===== config.mk =====
export PLATFORM = sky130hd
export DESIGN_NAME = param_register_file
export DESIGN_NICKNAME = d
export VERILOG_FILES = /design/src/rtl/param_register_file.sv
export SDC_FILE = /design/constraint.sdc
export NUM_CORES = 2
export LEC_CHECK = 0
export BUFFER_PORTS_ARGS = -buffer_cell sky130_fd_sc_hd__buf_2
export CAP_MARGIN = 20
export CORE_UTILIZATION = 64
export DETAILED_ROUTE_END_ITERATION = 12
export PLACE_DENSITY = 0.88
export SETUP_SLACK_MARGIN = 0.4
export SLEW_MARGIN = 10
export SYNTH_ARGS = -nofsm -noshare
export SYNTH_HDL_FRONTEND = slang
export SYNTH_SLANG_ARGS = --single-unit

===== constraint.sdc =====
create_clock -name clk -period 2.42 [get_ports clk]
set_input_delay 0.242 -clock clk [delete_from_list [all_inputs] [get_ports clk]]
set_output_delay 0.242 -clock clk [all_outputs]
set_load 0.02 [all_outputs]

===== src/rtl/param_register_file.sv =====
// ----------------------------------------------------------------------------
// param_register_file
//
// Purpose:
//   DEPTH x WIDTH register file for the CPU datapath with two combinational
//   read ports and one synchronous write port. Entry 0 can be hardwired to
//   zero (ZERO_REG=1). An asynchronous active-low reset clears every entry.
//
// Parameters:
//   WIDTH     data width of each entry
//   DEPTH     number of entries, 2..2**ADDR_W (not necessarily a power of two)
//   ADDR_W    address width
//   ZERO_REG  1: entry 0 reads as 0 and ignores writes; 0: ordinary storage
//
// Ports:
//   clk         rising-edge clock
//   rst_n       asynchronous reset, active low; clears all entries
//   wrenable    write enable, sampled at posedge clk
//   write_addr  write address; writes at or above DEPTH are dropped
//   write_data  write data
//   read_addr1  read port 1 address
//   read_data1  read port 1 data (combinational; 0 when out of range)
//   read_addr2  read port 2 address
//   read_data2  read port 2 data (combinational; 0 when out of range)
//
// Configuration macro:
//   REGFILE_BYPASS_EN  when defined, an accepted write in the current cycle is
//                      forwarded to any read port addressing the same entry
//                      (0-cycle write-to-read). Undefined: reads reflect
//                      stored state only (1-cycle write-to-read).
// ----------------------------------------------------------------------------
module param_register_file #(
    parameter int WIDTH    = 32,
    parameter int DEPTH    = 32,
    parameter int ADDR_W   = 5,
    parameter int ZERO_REG = 1
) (
    input  logic              clk,
    input  logic              rst_n,
    input  logic              wrenable,
    input  logic [ADDR_W-1:0] write_addr,
    input  logic [WIDTH-1:0]  write_data,
    input  logic [ADDR_W-1:0] read_addr1,
    output logic [WIDTH-1:0]  read_data1,
    input  logic [ADDR_W-1:0] read_addr2,
    output logic [WIDTH-1:0]  read_data2
);

    // DEPTH may equal 2**ADDR_W, so the range compare needs one extra bit.
    localparam logic [ADDR_W:0] DEPTH_W = (ADDR_W + 1)'(DEPTH);

    logic [WIDTH-1:0] mem [DEPTH];
    logic             write_ok;

    function automatic logic in_range(input logic [ADDR_W-1:0] a);
        return {1'b0, a} < DEPTH_W;
    endfunction

    function automatic logic is_zero_entry(input logic [ADDR_W-1:0] a);
        return (ZERO_REG != 0) && (a == '0);
    endfunction

    // Out-of-range and hardwired-zero addresses never read stored data.
    function automatic logic [WIDTH-1:0] stored(input logic [ADDR_W-1:0] a);
        if (!in_range(a) || is_zero_entry(a)) begin
            return '0;
        end
        return mem[a];
    endfunction

    // A write is accepted only outside reset and to a real, writable entry.
    // The same qualifier gates the bypass so a dropped write is never forwarded.
    assign write_ok = rst_n && wrenable && in_range(write_addr) && !is_zero_entry(write_addr);

    // NOTE: the storage array is reset here on purpose -- every entry must read
    // 0 while rst_n is low, so the array cannot be left as reset-less RAM; all
    // state updates use <= so the read ports see old data until after the edge.
    always_ff @(posedge clk or negedge rst_n) begin
        if (!rst_n) begin
            for (int i = 0; i < DEPTH; i++) begin
                mem[i] <= '0;
            end
        end else if (write_ok) begin
            mem[write_addr] <= write_data;
        end
    end

    // NOTE: each output gets its full value first, so no path through the
    // block leaves it unassigned and no latch is inferred.
    always_comb begin
        read_data1 = stored(read_addr1);
`ifdef REGFILE_BYPASS_EN
        if (write_ok && (read_addr1 == write_addr)) begin
            read_data1 = write_data;
        end
`endif
    end

    always_comb begin
        read_data2 = stored(read_addr2);
`ifdef REGFILE_BYPASS_EN
        if (write_ok && (read_addr2 == write_addr)) begin
            read_data2 = write_data;
        end
`endif
    end

endmodule


[After elaboration in Yosys (flattened, before gate mapping)]
Index checks and enable logic that the tools add are counted.
W data, S select, Z words.
Storage, ports and cells
  register bits after elaboration: 1024
  input port bits: 50
  output and inout bits: 64
  word-level logic and storage cells: 61
Operators by class
  order comparisons: 4
  multiplexer cells: 15
  bitwise operators: 3
  reduce and logical (&&, ||, !) cells: 7
Operators with widths (number)
  $bwmux W1024: 1
  $bmux W32 S5: 2
  $mux W32: 9
  $demux W32 S5: 1
  $ge A6 B6 Y1 const B: 3
  $not A5 Y6: 3
  $logic_not A5 Y1: 3
  $lt A6 B1 Y1 const B: 1
  $logic_and A1 B1 Y1: 3
  $mux W1: 2
  $logic_not A1 Y1: 1

[Depth between registers and ports, before layout]
  depth in word-level cells: 6
  mapped depth: 7
  mapped depth without buffers: 4

[Worst setup path after synthesis]
Ideal clock, no wire load.
  path kind: input -> output
  from: in read_addr2[0]
  to: out read_data2[28]
  arrival time: 1.922 ns
  required time: 2.178 ns
  slack: 0.256 ns
  stages: 7
  buffers on the path: 3
  cells stage by stage: buf_2 > buf_2 > nor2_1 > clkbuf_1 > a221oi_1 > o21ai_0 > a311oi_1
On the way
  longest elaborated chain between the ends: 5
  elaborated cells on any way between the ends: 7
  classes of those cells: mux: 5; bitwise: 1; reduce/logical: 1
RTL lines
  start, declared: line 45  | input logic [ADDR_W-1:0] read_addr2,
  $not A5 Y6 (implied by the code): line 68  | return mem[a];
  $bmux W32 S5: line 68
  $mux W32 (implied by the code) (2 in series): line 68
  $mux W32 (*): line 68
  end, declared: line 46  | output logic [WIDTH-1:0] read_data2
Every way passes the cells marked *; elsewhere a longest branch is shown, timed or not. The select of a mux whose other input is x is not followed.

[Worst setup path after layout]
  from: reg mem[605] (netlist bit)
  to: out read_data1[29]
On the way
  longest elaborated chain between the ends: 4
RTL lines
  start, declared: line 52  | logic [WIDTH-1:0] mem [DEPTH];
  start signal, assigned by index: line 84  | mem[write_addr] <= write_data;
  $bmux W32 S5: line 68
  $mux W32 (implied by the code) (2 in series): line 68
  $mux W32: line 68
  end, declared: line 44  | output logic [WIDTH-1:0] read_data1,
Every way passes these cells. The select of a mux whose other input is x is not followed.

==> run_results.csv <==
group,metric,value,unit
drt,detailed_router_s_first_iteration_violation_count,6294,
synthesis,ys_seq_elements,1024,
layout,largest_register_ffs,1024,
timing,timing.slew.headroom,0.146,
drt,average_wire_per_standard_cell,41.1,um
global_routing,antenna_found_initial,10,
floorplan,placementRows,106,
layout,layout_commonest_cell,"dfrtp_1",
setup_path,critPathArrivalTime,2.88,ns
global_routing,grt_max_degree,175,
floorplan,initial_utilization,0.650,
drt,viasPerCell,8.24,
timing,fin_hold_ws,0.151,ns
power,p_switching,14.3,mW
layout,mostFrequentLayoutCells,"1,017 x dfrtp_1, 950 x mux2_2, 448 x mux4_2, 324 x buf_4, 124 x mux2i_1",
timing,rsz_0062_raised_after_global_routing,"true",
timing,finalClockSkew,0,ns
floorplan,ioPinCount,114,
timing,min_period_over_period,1.29,
place,hpwlAfterDp,102,mm
min_path,min_path_type,"in -> reg",
cts,clock-root-buffer,"clkbuf_16",
timing,fmax,320,MHz
cts,clock_sink_count,1024,
power,power.combinational.fraction,0.200,
synthesis,syn_inst,3624,
timing,timing.final.ws_setup,-0.701,ns
power,p_sw_frac,0.293,
drt,detailedRoute.firstPassIterationCount,7,
setup_path,criticalPathCategory,"reg -> out",
global_routing,track_usage,0.452,
layout,layout-drive-gt1-share,0.628,
setup_path,worstPathMaxFanout,3,
setup_path,endpoint_kind,"primary output",
layout,top_register,"mem",
setup_path,worstRegToRegCells,3,
layout,areaGrowthSynthToFinish,19.0,%
timing,worstMarginPinSlew,1.28,ns
global_routing,grt_pass1_wl,283,mm
floorplan,die_width,294,um
power,clockPowerShare,0.361,
timing,final_max_slew_viol_count,0,
power,post-layout-total-power,48.9,mW
timing,shortest_period_the_worst_path_allows,3.12,ns
floorplan,die_y,294,um
min_path,worst_hold_path.num_cells,2,
place,gp_congestion,0.894,
synthesis,post_synth_design_cell_area,0.0546,mm^2
timing,timing_hold_violations_final,0,
place,numPortBuffers,113,
cts,clockBufferDepth,3,
timing,finalSetupViolCount,64,
global_routing,overflow,0,
drt,postRouteAntennaNets,0,
drt,routed_via_count,41600,
layout,largest_registers,"mem (1024)",
floorplan,core_region_area,0.0840,mm^2
cts,clk_transition_reported_paths,0.07,ns
cts,cts_tree,"yes",
synthesis,yosys_warnings,0,
power,total_leakage_power,28.8,nW
synthesis,ys_types,41,
synthesis,synth.avg_cell_area,15.1,um^2
power,power.density_cell_area,752,mW/mm^2
outcome,violations,"setup timing",
cts,clock_latency,0.71,ns
synthesis,synth.yosys.seq_area_share,0.470,
synthesis,mappedNetlistNets,3674,
setup_path,required_time_at_the_endpoint_of_the_critical_path,2.18,ns
place,pre_cts_slack,-0.0814,ns
power,internal_power,34.6,mW
floorplan,fp.dieArea,0.0864,mm^2
drt,drc,0,
cts,clock_tree.htree_level_count,3,
setup_path,start_kind,"flop",
run,max-cap-violations,0,
power,sequentialPowerShare,0.439,
layout,final_nets,3862,
cts,cts-buffers-inserted,104,
outcome,run_status,"complete, but fails checks",
layout,finish.utilization,0.774,
drt,wire_length_after_detailed_routing,208,mm
global_routing,via_count_of_the_first_global_routing_pass,42400,
power,power.ir.vdd_worst,0.580,mV
cells by family after synthesis:
family | Yosys count | synth area share
simple gates | 168 | 0.0170
flops | 1024 | 0.470
mux | 1632 | 0.428
buf+inv | 432 | 0.0367
compound gates | 368 | 0.0484
per-layer routing:
metal,global-route usage,vias up,wire length (um)
met3,0.188,1876,34300
met2,0.645,4492,87200
met5,0,-,125
met4,0.353,14,23000
met1,0.543,20700,62900
li1,-,14500,-
worst max-delay path, stage by stage, from the launching register on:
cell and delay, ns:
dfrtp_2 0.48, mux4_2 0.68, mux2_4 0.36, o21ai_4 0.15
a311oi_2 0.07, buf_4 0.26, buf_6 0.15
synthesized netlist by cell type (all sizes together):
master / number / area [um^2]
mux2: 1056 / 12000
dfrtp: 1024 / 25600
mux4: 448 / 10100
clkbuf: 218 / 820
buf: 212 / 1180
mux2i: 128 / 1280
o21ai: 112 / 561
nor2b: 70 / 438
a211oi: 64 / 480
a22oi: 64 / 480
a311oi: 64 / 561
a221oi: 48 / 420
nand2: 41 / 156
nor2: 25 / 109
o2111ai: 16 / 140
nor3: 6 / 56.3
nand2b: 5 / 31.3
nand3: 4 / 20.0
or2: 4 / 25.0
and2: 3 / 18.8
inv: 2 / 7.51
or3: 2 / 12.5
or4: 2 / 15.0
and3: 1 / 6.26
and4: 1 / 8.76
nand3b: 1 / 7.51
nand4: 1 / 6.26
nor4: 1 / 6.26
or3b: 1 / 11.3
power by group through the flow:
stage	sequential, mW	combinational [mW]	clock [mW]
floorplan	20.6	5.76	0
global placement	21.0	7.70	0
detailed placement	21.2	8.02	0
CTS	21.0	8.78	17.2
global route	21.6	9.99	18.2
finish	21.5	9.77	17.6
final cells by class:
type / instances / area, um^2
Tap cell: 1134 / 1420
Multi-Input combinational cell: 2168 / 29000
Inverter: 2 / 10.0
Antenna cell: 14 / 35.0
Clock inverter: 37 / 566
Timing Repair Buffer: 512 / 5300
Fill cell: 3841 / 19000
Clock buffer: 154 / 3050
Sequential cell: 1024 / 25600
worst paths after layout:
| path | startpoint | endpoint | slack (ns) |
|---|---|---|---|
| setup / recovery | mem[605] | read_data1[29] | -0.70 |
| hold / removal | write_data[28] | mem[892] | 0.15 |
| setup reg to reg | mem[418] | mem[418] | 1.27 |
| hold reg to reg | mem[1023] | mem[1023] | 0.39 |
| max in group asynchronous | rst_n | mem[911] | 0.88 |
| min in group asynchronous | rst_n | mem[949] | 0.17 |
per-stage QoR:
stage	instance area, um^2	setup TNS, ns	cells
2_1_floorplan	55000	0	3624
3_3_place_gp	59100	-0.613	4773
3_5_place_dp	59100	-1.24	4773
4_1_cts	64100	-7.70	5002
5_1_grt	64900	-16.01	5033
6_report	65000	-15.14	5045
what timing repair did:
action / in CTS / in global routing
hold buffers: 1 / 1
setup endpoints to repair: 64 / 711
endpoints found under the hold margin: 319 / 5
cloned: 0 / 1
buffers inserted: 37 / 26
pin swaps: 70 / 50
gates resized for setup: 348 / 113
Power figures use the tool's default switching activity.
